--- src/rtl/sym_mod_sched_pkg.sv ---
// Shared definitions for the per-symbol modulation scheduler: MOD codes,
// bits-per-word lookup and FSM state encoding.
package sym_mod_sched_pkg;

  localparam logic [1:0] MOD_Q64  = 2'b11;
  localparam logic [1:0] MOD_Q16  = 2'b10;
  localparam logic [1:0] MOD_QPSK = 2'b00;
  localparam logic [1:0] MOD_BPSK = 2'b01;

  typedef enum logic [1:0] {
    ST_IDLE = 2'd0,
    ST_RUN  = 2'd1,
    ST_PAD  = 2'd2,
    ST_END  = 2'd3
  } state_e;

  function automatic logic [2:0] k_of_mod(input logic [1:0] m);
    logic [2:0] k;
    case (m)
      MOD_Q64:  k = 3'd6;
      MOD_Q16:  k = 3'd4;
      MOD_QPSK: k = 3'd2;
      default:  k = 3'd1;
    endcase
    return k;
  endfunction

endpackage

--- src/rtl/sym_bit_packer.sv ---
// Bit buffer for the scheduler: appends bytes above the held bits and
// shifts out k-bit mapper words LSB first.
module sym_bit_packer #(
  parameter int BUF_W = 14
) (
  input  logic       clk_i,
  input  logic       rst_ni,
  input  logic       acc_i,
  input  logic [7:0] byte_i,
  input  logic       emit_i,
  input  logic [2:0] k_i,
  input  logic       clr_i,
  output logic [5:0] word_o,
  output logic       enough_o,
  output logic       room_o
);

  localparam int CW = $clog2(BUF_W + 1);

  logic [BUF_W-1:0] buf_q, buf_d, app;
  logic [CW-1:0]    cnt_q, cnt_d, take;

  // Bits above cnt are always zero, so a short word in PAD reads zeros.
  assign word_o   = buf_q[5:0] & ((6'd1 << k_i) - 6'd1);
  assign enough_o = cnt_q >= CW'(k_i);
  assign room_o   = ({1'b0, cnt_q} + (CW+1)'(8)) <= (CW+1)'(BUF_W);

  always_comb begin
    app   = buf_q;
    take  = (CW'(k_i) < cnt_q) ? CW'(k_i) : cnt_q;
    if (acc_i) app = buf_q | (BUF_W'(byte_i) << cnt_q);
    buf_d = emit_i ? (app >> k_i) : app;
    cnt_d = cnt_q + (acc_i ? CW'(8) : CW'(0)) - (emit_i ? take : CW'(0));
    if (clr_i) begin
      buf_d = '0;
      cnt_d = '0;
    end
  end

  always_ff @(posedge clk_i or negedge rst_ni) begin
    if (!rst_ni) begin
      buf_q <= '0;
      cnt_q <= '0;
    end else begin
      buf_q <= buf_d;
      cnt_q <= cnt_d;
    end
  end

endmodule

--- src/rtl/sym_mod_sched.sv ---
// Per-OFDM-symbol modulation scheduler and bit packer. Optional statistics
// outputs (SYM_CNT_O, PAD_CNT_O) are built when SYM_SCHED_STAT_EN is defined.
module sym_mod_sched
  import sym_mod_sched_pkg::*;
#(
  parameter int NSC   = 48,
  parameter int SCW   = 6,
  parameter int BUF_W = 14
) (
  input  logic           CLK_I,
  input  logic           RST_I,
  input  logic [7:0]     DAT_I,
  input  logic           CYC_I,
  input  logic           STB_I,
  input  logic           WE_I,
  output logic           ACK_O,
  output logic [5:0]     DAT_O,
  output logic           CYC_O,
  output logic           STB_O,
  output logic           WE_O,
  input  logic           ACK_I,
  output logic [1:0]     MOD_O,
  input  logic [1:0]     MOD_CFG_I,
  output logic [1:0]     DBG_STATE_O
`ifdef SYM_SCHED_STAT_EN
  ,
  output logic [15:0]    SYM_CNT_O,
  output logic [SCW-1:0] PAD_CNT_O
`endif
);

  // Handshakes: a byte moves on a clock edge where CYC_I&STB_I&WE_I&ACK_O;
  // a word moves on an edge where STB_O&ACK_I, and STB_O/DAT_O/MOD_O hold
  // until then.
  state_e         state_q, state_d;
  logic [SCW-1:0] sc_q, sc_d;
  logic [1:0]     mod_q, mod_d;
  logic [5:0]     dat_q, dat_d;
  logic           stb_q, stb_d, cyc_q, cyc_d;
  logic           halt, emit, acc, pk_clr, sym_start, sc_last;
  logic           enough, room;
  logic [2:0]     k_eff;
  logic [5:0]     word;

  assign halt      = stb_q & ~ACK_I;
  assign sym_start = (sc_q == '0);
  assign sc_last   = (sc_q == SCW'(NSC - 1));
  // The first word of a symbol is sliced with the modulation about to latch.
  assign k_eff     = sym_start ? k_of_mod(MOD_CFG_I) : k_of_mod(mod_q);
  assign acc       = CYC_I & STB_I & WE_I & (state_q == ST_RUN) & room;

  sym_bit_packer #(.BUF_W(BUF_W)) u_packer (
    .clk_i    (CLK_I),
    .rst_ni   (RST_I),
    .acc_i    (acc),
    .byte_i   (DAT_I),
    .emit_i   (emit),
    .k_i      (k_eff),
    .clr_i    (pk_clr),
    .word_o   (word),
    .enough_o (enough),
    .room_o   (room)
  );

  always_comb begin
    state_d = state_q;
    sc_d    = sc_q;
    mod_d   = mod_q;
    dat_d   = dat_q;
    cyc_d   = cyc_q;
    stb_d   = halt;
    emit    = 1'b0;
    pk_clr  = 1'b0;
    case (state_q)
      ST_IDLE: begin
        if (CYC_I) begin
          state_d = ST_RUN;
          cyc_d   = 1'b1;
        end
      end
      ST_RUN: begin
        if (!halt && enough) begin
          emit = 1'b1;
        end else if (!CYC_I && !enough) begin
          state_d = sym_start ? ST_END : ST_PAD;
        end
      end
      ST_PAD: begin
        if (!halt) begin
          emit = 1'b1;
          if (sc_last) state_d = ST_END;
        end
      end
      ST_END: begin
        if (!stb_q || ACK_I) begin
          cyc_d   = 1'b0;
          pk_clr  = 1'b1;
          state_d = ST_IDLE;
        end
      end
      default: state_d = ST_IDLE;
    endcase
    if (emit) begin
      dat_d = word;
      stb_d = 1'b1;
      if (sym_start) mod_d = MOD_CFG_I;
      sc_d  = sc_last ? '0 : sc_q + SCW'(1);
    end
  end

  always_ff @(posedge CLK_I or negedge RST_I) begin
    if (!RST_I) begin
      state_q <= ST_IDLE;
      sc_q    <= '0;
      mod_q   <= MOD_QPSK;
      dat_q   <= '0;
      stb_q   <= 1'b0;
      cyc_q   <= 1'b0;
    end else begin
      state_q <= state_d;
      sc_q    <= sc_d;
      mod_q   <= mod_d;
      dat_q   <= dat_d;
      stb_q   <= stb_d;
      cyc_q   <= cyc_d;
    end
  end

  assign ACK_O       = acc;
  assign DAT_O       = dat_q;
  assign CYC_O       = cyc_q;
  assign STB_O       = stb_q;
  assign WE_O        = stb_q;
  assign MOD_O       = mod_q;
  assign DBG_STATE_O = state_q;

`ifdef SYM_SCHED_STAT_EN
  logic [15:0]    sym_cnt_q;
  logic [SCW-1:0] pad_cnt_q;

  always_ff @(posedge CLK_I or negedge RST_I) begin
    if (!RST_I) begin
      sym_cnt_q <= '0;
      pad_cnt_q <= '0;
    end else if (state_q == ST_IDLE && CYC_I) begin
      sym_cnt_q <= '0;
      pad_cnt_q <= '0;
    end else if (emit) begin
      if (sc_last) sym_cnt_q <= sym_cnt_q + 16'd1;
      if (state_q == ST_PAD) pad_cnt_q <= pad_cnt_q + SCW'(1);
    end
  end

  assign SYM_CNT_O = sym_cnt_q;
  assign PAD_CNT_O = pad_cnt_q;
`endif

endmodule

--- config.mk ---
export PLATFORM = sky130hd
export DESIGN_NAME = sym_mod_sched
export DESIGN_NICKNAME = d
export VERILOG_FILES = /design/src/rtl/sym_mod_sched_pkg.sv /design/src/rtl/sym_bit_packer.sv /design/src/rtl/sym_mod_sched.sv
export SDC_FILE = /design/constraint.sdc
export NUM_CORES = 1
export LEC_CHECK = 0
export ABC_AREA = 1
export CAP_MARGIN = 20
export CORE_MARGIN = 5
export CORE_UTILIZATION = 45
export DETAILED_ROUTE_END_ITERATION = 8
export PLACE_DENSITY = 0.62
export SKIP_CTS_REPAIR_TIMING = 1
export SLEW_MARGIN = 20
export SYNTH_ARGS = -nofsm -noshare
export SYNTH_HDL_FRONTEND = slang
export SYNTH_SLANG_ARGS = --single-unit
export TNS_END_PERCENT = 10
--- constraint.sdc ---
create_clock -name CLK_I -period 4.85 [get_ports CLK_I]
set_input_delay 0.485 -clock CLK_I [delete_from_list [all_inputs] [get_ports CLK_I]]
set_output_delay 0.485 -clock CLK_I [all_outputs]
set_load 0.01 [all_outputs]
* Word level (Yosys, flattened, before mapping) *
Index checks and enable logic that the tools add are counted.
W data, S select, Z words.

storage, ports and cells
  word-level logic and storage cells = 84
  output and inout port bits = 14
  register bits after elaboration = 36

operators by class
  reductions and logical operators = 15
  bitwise operators = 8
  $add $sub $neg = 5
  equal/unequal tests = 14
  order comparisons = 3
  muxes and demuxes = 28
  shift-type cells = 3

operator list
  kind                   number
  $mux W14               3
  $pmux W3 S3            2
  $mux W4                4
  $or A14 B14 Y14        1
  $shl A8 B4 Y14         1
  $shr A14 B3 Y14        1
  $eq A2 B2 Y1 const B   6
  $mux W2                6
  $ne A2 B2 Y1 const B   5
  $mux W1                8
  $pmux W2 S4            1
  $add A6 B1 Y6 const B  1
  $and A6 B6 Y6          1
  $eq A6 B6 Y1 const B   1
  $logic_not A2 Y1       3
  $logic_not A6 Y1       1
  $mux W6                1
  $reduce_and A6 Y1      1
  $shl A1 B3 Y6 const A  1
  $sub A6 B1 Y6 const B  1
  $add A4 B4 Y5 const B  1
  $and A1 B1 Y1          5
  $le A5 B4 Y1 const B   1
  $add A4 B4 Y4          1
  other kinds (14)       19

* Longest topological paths before layout *
Gate-level depths: netlist of run 1.

  depth in word-level cells = 10
  depth in mapped cells = 29
  depth with buffers taken out = 26

* By module *
Synthesis of run 1 repeated with hierarchy kept, for this count alone.

unflattened totals
  cell total of the unflattened synthesis = 477
  area, all modules = 3463.3 sq um

modules (own cells, without submodules)
  module          instances  cells an instance  area an instance (sq um)  sequential area each (sq um)
  sym_bit_packer  1          327                2268.4                    450.4
  sym_mod_sched   1          150                1194.9                    450.4

* Worst setup path after synthesis of run 1 *
OpenSTA, ideal clock, no wires.

  path kind = reg2reg
  start point = register sc_q[0]
  end point = register u_packer.cnt_q[3]
  cell stages (with the launch flop) = 27
  arrival = 3527 ps
  buffers on the path = 2
  setup time = 125 ps
  period minus slack after synthesis = 3652 ps
  slack = 1198 ps
  path through = dfrtp_1 inv_1 ha_1 inv_1 nor2_1 nand3_2 o21ai_2 inv_2 buf_4 ha_1 nand2_1 nand2_1 a21oi_2 nand2_1 nand2_1 nand2_1 nand3_2 inv_1 buf_2 o211ai_1 ha_1 ha_1 inv_1 fa_1 xnor2_1 o21ai_0 a21oi_1

between the ends
  word-level cells in the longest chain between the ends = 9

ends and longest elaborated chain
  item                         RTL line              source
  start: declaration           sym_mod_sched.sv:36   logic [SCW-1:0] sc_q, sc_d;
  start signal: assignment     sym_mod_sched.sv:114  sc_q <= '0;
  start signal: assignment     sym_mod_sched.sv:121  sc_q <= sc_d;
  $logic_not A6 Y1 *           sym_mod_sched.sv:46   assign sym_start = (sc_q == '0);
  $mux W3 *                    sym_mod_sched.sv:49   assign k_eff = sym_start ? k_of_mod(MOD_CFG_I) : k_of_mod(mod_q);
  $ge A4 B3 Y1                 sym_bit_packer.sv:25  assign enough_o = cnt_q >= CW'(k_i);
  $logic_and A1 B1 Y1          sym_mod_sched.sv:82   if (!halt && enough) begin
  $mux W1                      sym_mod_sched.sv:82
  $pmux W1 S2                  sym_mod_sched.sv:74   case (state_q)
  $mux W4 *                    sym_bit_packer.sv:33  cnt_d = cnt_q + (acc_i ? CW'(8) : CW'(0)) - (emit_i ? take : CW'(0));
  $sub A4 B4 Y4 *              sym_bit_packer.sv:33
  $mux W4 *                    sym_bit_packer.sv:34  if (clr_i) begin
  named net u_packer.cnt_d[3]  sym_bit_packer.sv:21  logic [CW-1:0] cnt_q, cnt_d, take;
  end signal: assignment       sym_bit_packer.sv:46  cnt_q <= cnt_d;
  end: declaration             sym_bit_packer.sv:21

Mark *: on every way through the listed nets, which the timed path passes. The rest lies on a longest branch.
A chain may end at the register's enable or synchronous reset.

* Final worst setup path of run 1 *
  start point = input port MOD_CFG_I[1]
  end point = register u_packer.cnt_q[3]

between the ends
  word-level cells in the longest chain between the ends = 10

ends and longest elaborated chain
  item                                              RTL line                 source
  start: declaration                                sym_mod_sched.sv:23      input logic [1:0] MOD_CFG_I,
  $eq A2 B2 Y1 or $logic_not A2 Y1 (tied branches)  sym_mod_sched_pkg.sv:19  case (m)
  $pmux W3 S3 *                                     sym_mod_sched_pkg.sv:19
  $mux W3 *                                         sym_mod_sched.sv:49
  $ge A4 B3 Y1                                      sym_bit_packer.sv:25
  $logic_and A1 B1 Y1                               sym_mod_sched.sv:82
  $mux W1                                           sym_mod_sched.sv:82
  $pmux W1 S2                                       sym_mod_sched.sv:74
  $mux W4 *                                         sym_bit_packer.sv:33
  $sub A4 B4 Y4 *                                   sym_bit_packer.sv:33
  $mux W4 *                                         sym_bit_packer.sv:34
  named net u_packer.cnt_d[3]                       sym_bit_packer.sv:21

Marked as above.

==> results of run 1 <==
-- through the flow --
step	util	area, µm²	worst slack (ns)	cells
2_1_floorplan	-	3084	1.198	437
3_3_place_gp	0.4994	3356	0.6401	533
3_5_place_dp	0.4994	3356	0.5066	533
4_1_cts	0.5128	3446	0.7851	541
5_1_grt	0.5128	3446	0.5065	541
6_report	0.5128	3446	0.7671	541
-- kinds of logic after synthesis --
| kind of cell | Yosys count | synth area share |
|---|---|---|
| flops | 36 | 0.2921 |
| xor+xnor | 3 | 0.008521 |
| fa+ha+maj | 22 | 0.09168 |
| simple gates | 245 | 0.3712 |
| buf+inv | 75 | 0.1180 |
| compound gates | 56 | 0.1185 |
-- worst paths after layout --
kind / startpoint / cells past startpoint / slack [ns] / end
worst min register to register: DAT_O[3]$_DFFE_PN0N_ / 2 / 0.48 / DAT_O[3]$_DFFE_PN0N_
min in group CLK_I: DAT_O[3]$_DFFE_PN0N_ / 2 / 0.48 / DAT_O[3]$_DFFE_PN0N_
worst max-delay path: MOD_CFG_I[1] / 22 / 0.77 / u_packer.cnt_q[3]$_DFF_PN0_
max in group asynchronous: RST_I / 1 / 4.02 / sc_q[0]$_DFFE_PN0N_
worst max register to register: sc_q[0]$_DFFE_PN0N_ / 24 / 0.89 / u_packer.cnt_q[3]$_DFF_PN0_
worst min-delay path: RST_I / 1 / 0.30 / DAT_O[1]$_DFFE_PN0N_
-- routing by layer --
| layer | vias up | GRT usage | part of all wire |
|---|---|---|---|
| met4 | 0 | 0.05739 | 0.024 |
| met2 | 75 | 0.3023 | 0.47 |
| met3 | 15 | 0.02681 | 0.037 |
| met1 | 1340 | 0.2356 | 0.47 |
| li1 | 1486 | - | - |
| met5 | - | 0 | 0 |
-- area by class of cell --
| class | count | area [µm²] |
|---|---|---|
| multi-input combinational | 326 | 1819 |
| timing repair buffer | 33 | 315.3 |
| inverter | 58 | 220.2 |
| clock buffer | 8 | 90.09 |
| tap | 80 | 100.1 |
| sequential | 36 | 900.9 |
| fill | 668 | 3273 |
-- cell usage in the layout (no fill, tap or decap), types with 2 or more instances in the layout --
cell type / instances
buf_4: 4
xor2_1: 2
a21oi_1: 18
nand4_1: 5
ha_1: 21
nand3_1: 83
nand2_1: 109
clkbuf_8: 6
inv_1: 50
o211ai_1: 3
a21oi_2: 5
o21ai_0: 12
o31ai_1: 3
inv_2: 6
nand2_2: 5
clkbuf_1: 2
o21ai_1: 4
nor2_1: 25
dfrtp_1: 36
clkdlybuf4s50_1: 28
nand3_2: 8
-- power groups by stage --
stage | combinational (W) | sequential (W) | clock (W)
floorplan | 0.00136 | 0.000518 | 0
CTS | 0.00168 | 0.000539 | 0.000231
detailed placement | 0.00166 | 0.000544 | 0
global placement | 0.00166 | 0.000542 | 0
global route | 0.00192 | 0.000557 | 0.000245
finish | 0.00167 | 0.000538 | 0.000220
-- critical path, stage by stage --
cell             delay [ns]
clkdlybuf4s50_1        0.51
inv_1                  0.07
ha_1                   0.17
inv_1                  0.06
nand4_1                0.15
nand2_4                0.24
inv_4                  0.13
ha_1                   0.30
nand4_1                0.10
nand2_1                0.09
nand2_1                0.06
nand2_1                0.07
nand3_2                0.07
inv_1                  0.30
o211ai_1               0.17
ha_1                   0.31
ha_1                   0.14
inv_1                  0.05
fa_1                   0.38
xnor2_1                0.21
o21ai_0                0.11
a21oi_1                0.13
-- sequential cells by signal, summed over array words and instances, names as in the netlist --
name	flops
CYC_O	1
MOD_O	2
u_packer.cnt_q	4
DBG_STATE_O	2
sc_q	6
u_packer.buf_q	14
DAT_O	6
STB_O	1
==> flow_metrics.py, run 1 <==
metrics = {
    "route": {
        "drt-total-wl_mm": 7.381,
        "drc": 0,
        "vias": 2916,
        "drt_iter0_markers": 185,
        "ant_nets": 0,
        "post_drt_wl_per_cell_um": 13.64,
        "via_per_inst": 5.390,
        "firstDrtPassIters": 4,
    },
    "placement": {
        "io_buffer_count": 29,
        "routabilityCongestion": 0.8439,
        "post-dp-hpwl_mm": 5.667,
    },
    "critical_path": {
        "required_ns": 5.06,
        "worstSetupPathType": "in -> reg",
        "arrival_ns": 4.30,
        "cp-start-kind": "input pin",
        "path_max_fanout": 15,
        "worst_setup_path_end_kind": "register",
    },
    "grt": {
        "grt-ovfl-total": 0,
        "gr-usage-all-layers": 0.1796,
        "grt_pass1_vias": 2716,
        "grt_start_max_net_pins": 37,
        "antenna_found_initial": 0,
        "grt_pass1_wl_mm": 12.60,
    },
    "power": {
        "clkPwrFrac": 0.091,
        "combPwrFrac": 0.688,
        "p_per_area_nw_per_um2": 705.9,
        "seqPwrFrac": 0.221,
        "ir_worst_vdd_mv": 0.3052,
        "p_leak_nw": 1.715,
        "p_sw_w": 0.001269,
        "total_power_w": 0.002432,
        "swShare": 0.5219,
        "intPower_w": 0.001163,
    },
    "cts": {
        "clk_pin_slew_ns": 0.07,
        "ctsLongestPathBuffers": 2,
        "cts_tree": "done",
        "cts_root_buffer": "clkbuf_8",
        "clkSinkCount": 36,
        "htree_num_levels": 2,
        "clk_latency_ns": 0.28,
        "cts_buffers": 5,
    },
    "die": {
        "dieArea_um2": 8609,
        "die_h_um": 92.79,
        "start_util": 0.4590,
        "coreArea_um2": 6719,
        "rows": 30,
        "die_w_um": 92.79,
        "pin_count": 30,
    },
    "sta": {
        "fin_skew_ns": 0.003726,
        "finalSetupViolCount": 0,
        "hold_viol": 0,
        "tns_ns": 0,
        "maxSlewViolCount": 0,
        "tightest_slew_ns": 0.8313,
        "max_slew_margin": 0.4458,
        "post-route-period-util": 0.8418,
        "hold_ws_ns": 0.3007,
        "max_freq_mhz": 244.9,
        "fin_crit_ns": 4.083,
        "rsz0062_at_grt": "false",
    },
    "min_path": {
        "hp-class": "in -> async",
    },
    "logic_synthesis": {
        "syn_nets": 475,
        "yosys_warnings": 0,
        "ys_top_cells_by_count": "nand2_1 (109), nand3_1 (83), inv_1 (50), dfrtp_1 (36), nor2_1 (25)",
        "ys_seq_elements": 36,
        "synthTopCellsByArea": "dfrtp_1 (29%), nand3_1 (13%), nand2_1 (13%), ha_1 (8.5%), inv_1 (6.1%)",
        "yosysTopAreaCellShare": 0.2921,
        "async_flop_share": 1.000,
        "synth_seq_area_share": 0.2921,
        "yosysTopAreaCell": "dfrtp_1",
        "synth.most_common_cell": "nand2_1",
        "synthCells": 437,
        "avgSynthCellArea_um2": 7.058,
        "ys_types": 47,
        "synth-edff-count": 0,
        "ys.flop_type": "dfrtp_1",
        "syn-cell-area_um2": 3084,
    },
    "status": {
        "outcome": "finished clean",
    },
    "cells_and_area": {
        "drive_gt1_frac": 0.09978,
        "fin_nets": 498,
        "diodes": 0,
        "syn_to_final_growth_pct": 11.72,
    },
    "run": {
        "maxCapViolations": 0,
    },
}
Power figures use the tool's default switching activity.
==> run 2, diff against run 1 <==
==> constraint.sdc (replaced) <==
create_clock -name CLK_I -period 3.9 [get_ports CLK_I]
set_input_delay 0.39 -clock CLK_I [delete_from_list [all_inputs] [get_ports CLK_I]]
set_output_delay 0.39 -clock CLK_I [all_outputs]
set_load 0.01 [all_outputs]
==> run 2 against run 1 <==
Routed wire length is 3.0% higher. Critical path depth is 2 higher. Sequential power is 25% higher. Highest routed layer unchanged.
==> flow_metrics.py, run 2 (synthesis gave the netlist of run 1 again) <==
metrics = {
    "sta": {
        "hold_viol": 0,
        "finalSetupViolCount": 0,
        "rsz0062_at_grt": "false",
        "fin_skew_ns": 0.003710,
        "post-route-period-util": 0.8868,
        "tns_ns": 0,
        "max_slew_margin": 0.4338,
        "maxSlewViolCount": 0,
        "max_freq_mhz": 289.1,
        "fin_crit_ns": 3.459,
        "tightest_slew_ns": 0.8493,
    },
    "power": {
        "ir_worst_vdd_mv": 0.4113,
        "clkPwrFrac": 0.093,
        "combPwrFrac": 0.688,
        "seqPwrFrac": 0.220,
        "p_sw_w": 0.001598,
        "swShare": 0.5216,
        "p_per_area_nw_per_um2": 883.3,
        "intPower_w": 0.001466,
        "p_leak_nw": 1.730,
    },
    "grt": {
        "grt_pass1_vias": 2910,
        "antenna_found_initial": 0,
        "gr-usage-all-layers": 0.1881,
        "grt_start_max_net_pins": 37,
        "grt_pass1_wl_mm": 13.04,
        "grt-ovfl-total": 0,
    },
    "route": {
        "post_drt_wl_per_cell_um": 13.98,
        "drt_iter0_markers": 244,
        "drt-total-wl_mm": 7.606,
        "via_per_inst": 5.285,
        "vias": 2875,
        "drc": 0,
        "firstDrtPassIters": 4,
        "ant_nets": 0,
    },
    "placement": {
        "io_buffer_count": 29,
        "post-dp-hpwl_mm": 5.640,
        "routabilityCongestion": 0.9127,
        "dpl.cell_count": 536,
    },
    "die": {
        "coreArea_um2": 6719,
        "dieArea_um2": 8609,
        "die_w_um": 92.79,
        "rows": 30,
        "pin_count": 30,
        "die_h_um": 92.79,
        "start_util": 0.4590,
    },
    "status": {
        "outcome": "finished clean",
    },
    "cells_and_area": {
        "final_cells": 544,
        "diodes": 0,
        "max_flop_register": "u_packer.buf_q",
        "drive_gt1_frac": 0.1056,
        "syn_to_final_growth_pct": 12.45,
        "most-common-layout-cells": "nand2_1 (109), nand3_1 (83), inv_1 (50), dfrtp_1 (36), clkdlybuf4s50_1 (28)",
        "fillers": 672,
        "fin_nets": 501,
        "final_common_cell": "nand2_1",
        "largest_reg_flops": 14,
    },
    "critical_path": {
        "path_max_fanout": 5,
        "required_ns": 4.12,
        "arrival_ns": 3.68,
        "cp-start-kind": "register",
        "worstPathCellList": "inv_1 -> ha_1 -> inv_1 -> nor2_1 -> nand3_2 -> o21ai_2 -> inv_2 -> ha_1 -> nand2_1 -> nand2_1 -> a21oi_2 -> nand2_1 -> nand2_1 -> nand2_1 -> nand3_2 -> inv_1 -> o211ai_1 -> ha_1 -> ha_1 -> inv_1 -> fa_1 -> xnor2_1 -> o21ai_0 -> a21oi_1",
        "path_buf_inv": 5,
        "crit_path_max_incr_delay_ns": 0.39,
        "crit_path_frequent_cell": "nand2_1",
        "cpLargestDelayFamily": "adder cells",
        "critPathSlowestCell": "dfrtp_1",
        "worst_setup_path_end_kind": "register",
        "worstSetupPathType": "reg -> reg",
    },
    "min_path": {
        "hp-class": "in -> async",
    },
    "cts": {
        "cts_tree": "done",
        "clk_pin_slew_ns": 0.08,
        "cts_buffers": 5,
        "clkSinkCount": 36,
        "clk_latency_ns": 0.29,
        "htree_num_levels": 2,
        "ctsLongestPathBuffers": 2,
        "cts_root_buffer": "clkbuf_8",
    },
    "run": {
        "maxCapViolations": 0,
    },
}
## run 2: routing by layer
layer | GRT usage | vias to the layer above | part of all wire
met2 | 0.3245 | 65 | 0.48
li1 | - | 1485 | -
met1 | 0.2332 | 1306 | 0.46
met5 | 0 | - | 0
met4 | 0.06838 | 0 | 0.026
met3 | 0.03412 | 19 | 0.036
## run 2: final cells by class
cell class	count	area [µm²]	share of cell area
Inverter	58	220.2	0.06349
Timing Repair Buffer	36	337.8	0.09740
Clock buffer	8	90.09	0.02597
Multi-Input combinational cell	326	1819	0.5245
Tap cell	80	100.1	0.02886
Sequential cell	36	900.9	0.2597
## run 2: path summary, 6_finish.rpt
kind	endpoint	slack, ns	cells after the start	start
hold reg to reg	DAT_O[3]$_DFFE_PN0N_	0.48	2	DAT_O[3]$_DFFE_PN0N_
min in group CLK_I	DAT_O[3]$_DFFE_PN0N_	0.48	2	DAT_O[3]$_DFFE_PN0N_
max in group asynchronous	sc_q[4]$_DFFE_PN0N_	3.16	1	RST_I
setup / recovery	u_packer.cnt_q[3]$_DFF_PN0_	0.44	24	sc_q[0]$_DFFE_PN0N_
hold / removal	DAT_O[0]$_DFFE_PN0N_	0.20	1	RST_I
setup reg to reg	u_packer.cnt_q[3]$_DFF_PN0_	0.44	24	sc_q[0]$_DFFE_PN0N_
## run 2: power by group through the flow
| stage | logic (W) | clock network [W] | registers, W |
|---|---|---|---|
| finish | 0.00211 | 0.000284 | 0.000673 |
| detailed placement | 0.00211 | 0 | 0.000680 |
| global placement | 0.00209 | 0 | 0.000675 |
| floorplan | 0.00169 | 0 | 0.000644 |
| CTS | 0.00212 | 0.000293 | 0.000673 |
| global route | 0.00242 | 0.000311 | 0.000696 |
## run 2: stage by stage
step                hold slack (ns)  utilization  instance area (µm²)  worst slack (ns)  total power [W]
floorplan                   0.09441            -                 3084            0.2481         0.002336
global placement             0.4665       0.5028                 3378            0.2135         0.002766
detailed placement           0.4684       0.5028                 3378            0.1644         0.002786
CTS                          0.2383       0.5162                 3468            0.4161         0.003087
global route                 0.2851       0.5162                 3468           0.04420         0.003430
finish                       0.2024       0.5162                 3468            0.4414         0.003064
==> run 3, diff against run 2 <==
--- a/config.mk
+++ b/config.mk
@@ -10,7 +10,7 @@
 export CORE_MARGIN = 5
 export CORE_UTILIZATION = 45
 export DETAILED_ROUTE_END_ITERATION = 8
-export PLACE_DENSITY = 0.62
+export PLACE_DENSITY = 0.66
 export SKIP_CTS_REPAIR_TIMING = 1
 export SLEW_MARGIN = 20
 export SYNTH_ARGS = -nofsm -noshare
==> run 3 against run 2 <==
Die area did not move. Count of clock-buffer cells in the layout down 2. Maximum frequency shrank 4.6%. Final cell count grew 0.37%. Register-to-register slack lost 0.17 ns. Combinational power increased by 3%. Non-clock buffer count rose by 2. Critical endpoint unchanged. Final area up 0.72%. Setup slack lost 0.17 ns. Sequential power increased by 0.7%. First-iteration DRC count is 9.0% lower. Sequential share of layout area is 0.19 points lower.
==> flow_metrics.py, run 3 (synthesis gave the netlist of run 1 again) <==
metrics = {
    "critical_path": {
        "required_ns": 4.08,
        "worst_setup_path_end_kind": "register",
        "path_max_fanout": 5,
        "ff2ff_path_depth": 24,
        "rrSetupSlack_ns": 0.28,
        "arrival_ns": 3.80,
        "cp-start-kind": "register",
        "worstReg2RegStart": "sc_q[0]$_DFFE_PN0N_",
        "r2r_end": "u_packer.cnt_q[3]$_DFF_PN0_",
        "worstSetupPathType": "reg -> reg",
    },
    "cells_and_area": {
        "fin_nets": 503,
        "diodes": 0,
        "drive_gt1_frac": 0.1180,
        "max_flop_register": "u_packer.buf_q",
        "syn_to_final_growth_pct": 13.27,
        "final_cells": 546,
        "most-common-layout-cells": "nand2_1 (109), nand3_1 (83), inv_1 (49), dfrtp_1 (36), clkdlybuf4s50_1 (28)",
        "final_common_cell": "nand2_1",
        "largest_reg_flops": 14,
    },
    "die": {
        "pin_count": 30,
        "die_w_um": 92.79,
        "coreArea_um2": 6719,
        "rows": 30,
        "start_util": 0.4590,
        "dieArea_um2": 8609,
        "die_h_um": 92.79,
    },
    "route": {
        "ant_nets": 0,
        "via_per_inst": 5.410,
        "firstDrtPassIters": 4,
        "vias": 2954,
        "drt_iter0_markers": 222,
        "drc": 0,
        "post_drt_wl_per_cell_um": 14.24,
        "drt-total-wl_mm": 7.775,
    },
    "sta": {
        "post-route-period-util": 0.9294,
        "tightest_slew_ns": 0.8475,
        "fin_skew_ns": 0.007203,
        "finalSetupViolCount": 0,
        "max_freq_mhz": 275.9,
        "maxSlewViolCount": 0,
        "setup_ws_ns": 0.2755,
        "hold_viol": 0,
        "max_slew_margin": 0.4350,
        "tns_ns": 0,
        "fin_crit_ns": 3.624,
    },
    "cts": {
        "cts_tree": "done",
        "htree_num_levels": 2,
        "cts_buffers": 5,
        "ctsLongestPathBuffers": 2,
        "clk_latency_ns": 0.30,
        "cts_root_buffer": "clkbuf_8",
        "clk_pin_slew_ns": 0.08,
        "clkSinkCount": 36,
    },
    "grt": {
        "grt_pass1_vias": 2869,
        "grt_pass1_wl_mm": 13.32,
        "grt-ovfl-total": 0,
        "gr-usage-all-layers": 0.1902,
        "antenna_found_initial": 0,
        "grt_start_max_net_pins": 37,
    },
    "min_path": {
        "hp-class": "in -> async",
    },
    "placement": {
        "dp_slack_ns": 0.05152,
        "post-dp-hpwl_mm": 5.844,
        "dpl.cell_count": 537,
        "routabilityCongestion": 0.9537,
        "io_buffer_count": 29,
    },
    "run": {
        "maxCapViolations": 0,
    },
    "power": {
        "ir_worst_vdd_mv": 0.3961,
        "p_leak_nw": 1.748,
        "p_per_area_nw_per_um2": 900.1,
    },
    "status": {
        "outcome": "finished clean",
    },
}
[run 3: cell count changes in the layout (fill, tap and decap cells not counted)]
cell	change
buf_4	+2
clkbuf_1	-2
clkinv_2	+2
inv_1	-1
inv_2	+1
xnor2_1	-1
xnor2_2	+1
[run 3: worst max-delay path, cell delays in order (launching register included)]
cell      delay (ns)
dfrtp_1         0.41
inv_1           0.10
ha_1            0.14
inv_1           0.04
nor2_1          0.16
nand3_2         0.16
o21ai_2         0.21
inv_2           0.05
ha_1            0.28
nand2_1         0.06
nand2_1         0.07
a21oi_2         0.06
nand2_1         0.05
nand2_1         0.06
nand2_1         0.07
nand3_2         0.10
inv_2           0.10
o211ai_1        0.09
ha_1            0.29
ha_1            0.14
inv_1           0.05
fa_1            0.41
xnor2_2         0.16
o21ai_0         0.19
a21oi_1         0.06
[run 3: power by group]
group | internal (W) | switching (W)
sequential | 0.000530 | 0.000148
combinational | 0.000824 | 0.00136
clock | 0.000141 | 0.000145
[run 3: layout make-up]
| cell class | instances | area, µm² |
|---|---|---|
| clock buffers | 6 | 82.58 |
| clock inverters | 2 | 10.01 |
| fillers | 659 | 3226 |
| inverters | 58 | 220.2 |
| multi-input cells | 326 | 1827 |
| flip-flops and latches | 36 | 900.9 |
| well taps | 80 | 100.1 |
| repair buffers | 38 | 352.8 |
[run 3: routing by layer]
metal  vias to the layer above  global-route usage  wire length [µm]
li1                       1494                   -                 -
met1                      1372              0.2475              3541
met2                        70              0.3173              3737
met3                        18             0.02681               288
met4                         0             0.07448               208
met5                         -                   0                 0
[run 3: worst max path at each step]
stage                        startpoint                           to  slack, ns  depth (start not counted)
global route        sc_q[0]$_DFFE_PN0N_  u_packer.cnt_q[3]$_DFF_PN0_      -0.03                         24
global placement           MOD_CFG_I[0]  u_packer.cnt_q[3]$_DFF_PN0_       0.17                         23
finish              sc_q[0]$_DFFE_PN0N_  u_packer.cnt_q[3]$_DFF_PN0_       0.28                         24
detailed placement         MOD_CFG_I[0]  u_packer.cnt_q[3]$_DFF_PN0_       0.05                         23
floorplan           sc_q[0]$_DFFE_PN0N_  u_packer.cnt_q[3]$_DFF_PN0_       0.25                         26
CTS                 sc_q[0]$_DFFE_PN0N_  u_packer.cnt_q[3]$_DFF_PN0_       0.30                         24
[run 3: metrics by stage]
step	area [µm²]	hold slack [ns]	power (W)	util
global route	3493	0.2726	0.003497	0.5199
detailed placement	3386	0.4676	0.002811	0.5039
finish	3493	0.2003	0.003144	0.5199
CTS	3478	0.2263	0.003108	0.5177
floorplan	3084	0.09441	0.002336	-
global placement	3386	0.4634	0.002767	0.5039
